### src/rtl/pwm_pkg.sv
// Shared definitions for the pwm duty path: default data width and the
// ramp controller state encoding.
package pwm_pkg;

  localparam int DW_DEF = 8;

  typedef enum logic [1:0] {
    ST_IDLE = 2'd0,
    ST_UP   = 2'd1,
    ST_DOWN = 2'd2
  } state_e;

endpackage

### src/rtl/pwm_wrap_det.sv
// Period tick detector: flags the last phase count before the counter wraps.
module pwm_wrap_det #(
  parameter int DW = pwm_pkg::DW_DEF
) (
  input  logic [DW-1:0] phase_acc,
  output logic          tick
);

  assign tick = &phase_acc;

endmodule

### src/rtl/duty_ramp.sv
// Duty-cycle ramp controller: accepts a target duty over a valid/ready
// handshake and steps duty_cycle toward it once per pwm period.
module duty_ramp
  import pwm_pkg::*;
#(
  parameter int DW = DW_DEF
) (
  input  logic          clk,
  input  logic          rst_n,
  input  logic          tgt_valid,
  output logic          tgt_ready,
  input  logic [DW-1:0] tgt_duty,
  input  logic [DW-1:0] step,
  input  logic          freeze,
  input  logic [DW-1:0] phase_acc,
  output logic [DW-1:0] duty_cycle,
  output logic          busy,
  output logic          done
);

  state_e        state_q, state_d;
  logic [DW-1:0] duty_q, duty_d;
  logic [DW-1:0] tgt_q, tgt_d;
  logic [DW-1:0] step_q, step_d;
  logic          done_q, done_d;
  logic          tick;
  logic          advance;
  logic [DW-1:0] up_gap;
  logic [DW-1:0] dn_gap;

  pwm_wrap_det #(.DW(DW)) u_wrap_det (
    .phase_acc (phase_acc),
    .tick      (tick)
  );

  assign advance = tick && !freeze;
  // Gaps are only consumed in the state where they cannot underflow.
  assign up_gap  = tgt_q - duty_q;
  assign dn_gap  = duty_q - tgt_q;

  always_comb begin
    // NOTE: every variable gets a default first so no path infers a latch.
    state_d = state_q;
    duty_d  = duty_q;
    tgt_d   = tgt_q;
    step_d  = step_q;
    done_d  = 1'b0;

    unique case (state_q)
      ST_IDLE: begin
        if (tgt_valid) begin
          tgt_d  = tgt_duty;
          step_d = (step == '0) ? DW'(1) : step;
          if (tgt_duty > duty_q)      state_d = ST_UP;
          else if (tgt_duty < duty_q) state_d = ST_DOWN;
          else                        done_d  = 1'b1;
        end
      end
      ST_UP: begin
        if (advance) begin
          if (up_gap <= step_q) begin
            duty_d  = tgt_q;
            state_d = ST_IDLE;
            done_d  = 1'b1;
          end else begin
            duty_d = duty_q + step_q;
          end
        end
      end
      ST_DOWN: begin
        if (advance) begin
          if (dn_gap <= step_q) begin
            duty_d  = tgt_q;
            state_d = ST_IDLE;
            done_d  = 1'b1;
          end else begin
            duty_d = duty_q - step_q;
          end
        end
      end
      default: state_d = ST_IDLE;
    endcase
  end

  // NOTE: state registers use non-blocking assignments so every flop samples
  // the pre-edge values of the others.
  always_ff @(posedge clk) begin
    if (!rst_n) begin
      state_q <= ST_IDLE;
      duty_q  <= '0;
      tgt_q   <= '0;
      step_q  <= '0;
      done_q  <= 1'b0;
    end else begin
      state_q <= state_d;
      duty_q  <= duty_d;
      tgt_q   <= tgt_d;
      step_q  <= step_d;
      done_q  <= done_d;
    end
  end

  assign duty_cycle = duty_q;
  assign done       = done_q;
  assign tgt_ready  = (state_q == ST_IDLE);
  assign busy       = (state_q != ST_IDLE);

endmodule

### config.mk
export PLATFORM = sky130hd
export DESIGN_NAME = duty_ramp
export DESIGN_NICKNAME = d
export VERILOG_FILES = /design/src/rtl/pwm_pkg.sv /design/src/rtl/pwm_wrap_det.sv /design/src/rtl/duty_ramp.sv
export SDC_FILE = /design/constraint.sdc
export NUM_CORES = 1
export LEC_CHECK = 0
export CAP_MARGIN = 15
export CORE_ASPECT_RATIO = 0.5
export CORE_MARGIN = 2
export CORE_UTILIZATION = 30
export CTS_BUF_LIST = sky130_fd_sc_hd__clkbuf_8
export CTS_CLUSTER_DIAMETER = 50
export DETAILED_ROUTE_END_ITERATION = 8
export SLEW_MARGIN = 20
export SYNTH_ARGS = -nofsm -noshare
export SYNTH_HDL_FRONTEND = slang
export SYNTH_HIERARCHICAL = 1
export SYNTH_SLANG_ARGS = --single-unit
### constraint.sdc
create_clock -name clk -period 4 [get_ports clk]
set_clock_uncertainty 0.1 [all_clocks]
set_input_delay 0.8 -clock clk [delete_from_list [all_inputs] [get_ports clk]]
set_output_delay 0.8 -clock clk [all_outputs]
set_load 0.01 [all_outputs]
==> out/results.ini <==
[place]
gp_congestion=0.9467
dp_hpwl_mm=6.730
placed_cell_area_sq_mm=0.003448
numPortBuffers=38

[critical_path]
start_kind=flip-flop
crit_chain=clkinvlp_4 -> ha_1 -> a21o_1 -> a21oi_1 -> o21bai_1 -> a21oi_1 -> xnor2_1 -> ha_1 -> a211o_1 -> a21oi_1 -> nand3_1 -> a21o_1 -> or4_1 -> a21oi_1
crit_family=compound AO/OA/AOI/OAI gates
reg2reg_depth=14
cp_slowest_stage_delay_ns=0.46
cp-end-kind=flip-flop
critical_path_depth=14
rrSetupSlack_ns=0.21
crit_arrival_ns=3.88
crit_path_max_fanout=6
rr_endpoint=state_q[0]
reg2reg_from=duty_cycle[1]
cp_common_cell=a21oi_1
cp_num_buf_inv=1
required_ns=4.10
critical_path_class=flip-flop to flip-flop
crit_slowest_cell=or4_1

[floorplanning]
io_pins=39
rows=25
start_util_pct=30.82
die-area_sq_mm=0.01056
dieWidth_um=143.3
core_area_sq_mm=0.009447
die_h_um=73.66

[grt]
grt_pass1_wl_mm=13.33
grt_pass1_vias=2510
grt_max_degree=21
track_usage_pct=16.43
grt-ovfl-total=0
antenna_found_initial=0

[yosys]
ys_ff_latch=27
synth.distinct_cells=46
synth_area_leaders=ha_1, dfxtp_1, a21oi_1, xnor2_1, inv_1
synth_fp_nets=463
ys.warnings.count=6
netlist.area_leader.share_pct=23.64
syn_area_sq_mm=0.002912
synth_seq_area_share_pct=18.56
syn_area_per_cell_sq_um=7.743
ys_async_sr_fraction_pct=0
yosysTopAreaCell=ha_1
synth_flop_cell=dfxtp_1
syn_inst=376
synth_edf_count=0

[power_and_ir_drop]
power_switching_w=0.0006645
comb_power_share_pct=65.0
p_seq_share_pct=23.7
clock_power_share_pct=11.3
p_int_w=0.0007619
cellPowerDensity_mw_per_mm2=403.4
p_leak_nw=1.398
vdd_drop_max_v=0.0002426
sw_frac_of_total_pct=46.59

[timing]
slew_headroom_pct=43.83
rsz0062_at_grt=no
hold_viol=0
setup_tns_ns=0
worstMarginPinSlew_ns=0.8337
fin_crit_sh_pct=94.64
setup_viol=0
max_freq_mhz=264.2
layout_min_cycle_time_ns=3.785
slew_violations=0

[run]
cap_violations=0

[drt]
ant_nets=0
drtIter0Drc=235
detail_route.wl_per_cell_um=15.17
drc_errors=0
drtPass1Iterations=4
vias=2720
totalWireLength_mm=8.326
via_per_inst=4.954

[layout]
drive_gt1_share_pct=5.556
fin_nets=502
antenna-diode-count=0
stdcell_area_sq_mm=0.003536
syn2layout_area_growth_pct=21.44

[cts]
cts_tree=done
clk_pin_slew_ns=0.11
numClockSinks=27
clk_latency_ns=0.28
htreeDepth=1
cts_buffers=3
clockRootBuffer=clkbuf_8
clockBufferDepth=2
postCtsHoldBufs=0

[status]
status=completed

[worst_hold_path]
hp-start=tgt_q[7]
worstHoldEndpoint=tgt_q[7]
hold_depth=2
hp-class=flip-flop to flip-flop

-- area by class of cell --
cell class	instances	area, sq um
fillers	1022	5911
multi-input cells	300	2192
flip-flops and latches	27	543.0
repair buffers	47	447.9
well taps	135	168.9
inverters	36	138.9
clock buffers	3	41.29
clock inverters	1	3.754
-- Yosys cell counts (all sizes together), types with 3 or more instances --
| library cell | count |
|---|---|
| a21oi | 49 |
| nand4 | 9 |
| clkbuf | 12 |
| xnor2 | 18 |
| o21ai | 25 |
| nand3 | 8 |
| nor3 | 6 |
| fa | 4 |
| ha | 55 |
| a22oi | 3 |
| o21bai | 7 |
| nor2b | 9 |
| a21o | 6 |
| nand2b | 5 |
| o21a | 6 |
| nor2 | 15 |
| xor2 | 4 |
| dfxtp | 27 |
| inv | 36 |
| a31oi | 8 |
| nand2 | 36 |
-- cells in the final DEF (no fill, tap or decap), types with 5 or more instances in the layout --
| cell type | n |
|---|---|
| nand2_1 | 35 |
| o21bai_1 | 6 |
| dfxtp_1 | 25 |
| nand3_1 | 8 |
| a21o_1 | 6 |
| ha_1 | 55 |
| nor2_1 | 15 |
| buf_4 | 9 |
| a21oi_1 | 45 |
| clkdlybuf4s50_1 | 38 |
| inv_1 | 36 |
| o21a_1 | 6 |
| nand2b_1 | 5 |
| o21ai_0 | 23 |
| nor2b_1 | 9 |
| xnor2_1 | 18 |
| nand4_1 | 9 |
| nor3_1 | 6 |
| a31oi_1 | 8 |
-- how the worst max path moves through the flow --
stage / to / slack (ns) / startpoint
after floorplan: state_q[0] / 0.58 / duty_cycle[0]
after global placement: state_q[1] / 0.28 / duty_cycle[0]
after detailed placement: state_q[0] / 0.23 / duty_cycle[1]
after CTS: state_q[0] / 0.17 / duty_cycle[1]
after global routing: duty_cycle[0] / 0.009 / duty_cycle[1]
final: state_q[0] / 0.21 / duty_cycle[1]
-- cell families after synthesis --
group                      Yosys count  share of synthesized area (%)
AOI/OAI and AO/OA                  122                          26.00
xor gates and xnor gates            22                          6.618
adders and majority gates           59                          26.39
buffers and inverters               49                          6.360
DFF                                 27                          18.56
and+or+nand+nor                     97                          16.07
-- routing by layer --
layer	GRT usage [%]	share of wire [%]
met1	25.83	54
met2	24.30	41
met3	2.086	5.0
met4	1.961	0.41
met5	0	0
-- what timing repair did --
action	4_1_cts	5_1_grt
buffers inserted	0	4
endpoints found under the setup margin	0	6
resized for setup	0	5
-- power by group through the flow --
stage	sequential (W)	combinational, W	clock (W)
final	0.000338	0.000927	0.000162
after detailed placement	0.000343	0.000884	0
after CTS	0.000337	0.000894	0.000168
after global placement	0.000342	0.000888	0
after floorplan	0.000327	0.000629	0
after global routing	0.000341	0.00103	0.000182
-- worst register-to-register path, stage by stage, from the launching register on --
cell and delay [ns]:
dfxtp_2 0.42, clkinvlp_4 0.19, ha_1 0.35, a21o_1 0.16, a21oi_1 0.29, o21bai_1 0.10
a21oi_1 0.18, xnor2_1 0.16, ha_1 0.28, a211o_1 0.25, a21oi_1 0.19, nand3_1 0.16
a21o_1 0.22, or4_1 0.46, a21oi_1 0.16
-- sequential cells by signal (all words and copies together), names as in the netlist --
| signal | count |
|---|---|
| duty_cycle | 8 |
| step_q | 8 |
| tgt_q | 8 |
| state_q | 2 |
| done | 1 |
-- per-stage QoR --
| step | total power [W] | util [%] | hold WS [ns] | std cells | setup slack [ns] |
|---|---|---|---|---|---|
| after floorplan | 0.0009554 | - | 0.3530 | 376 | 0.5772 |
| after global placement | 0.001230 | 36.50 | 0.3855 | 541 | 0.2751 |
| after detailed placement | 0.001227 | 36.50 | 0.3867 | 541 | 0.2263 |
| after CTS | 0.001399 | 36.98 | 0.4039 | 545 | 0.1735 |
| after global routing | 0.001551 | 37.43 | 0.4180 | 549 | 0.009071 |
| final | 0.001426 | 37.43 | 0.4044 | 549 | 0.2146 |
Power figures use the tool's default switching activity.
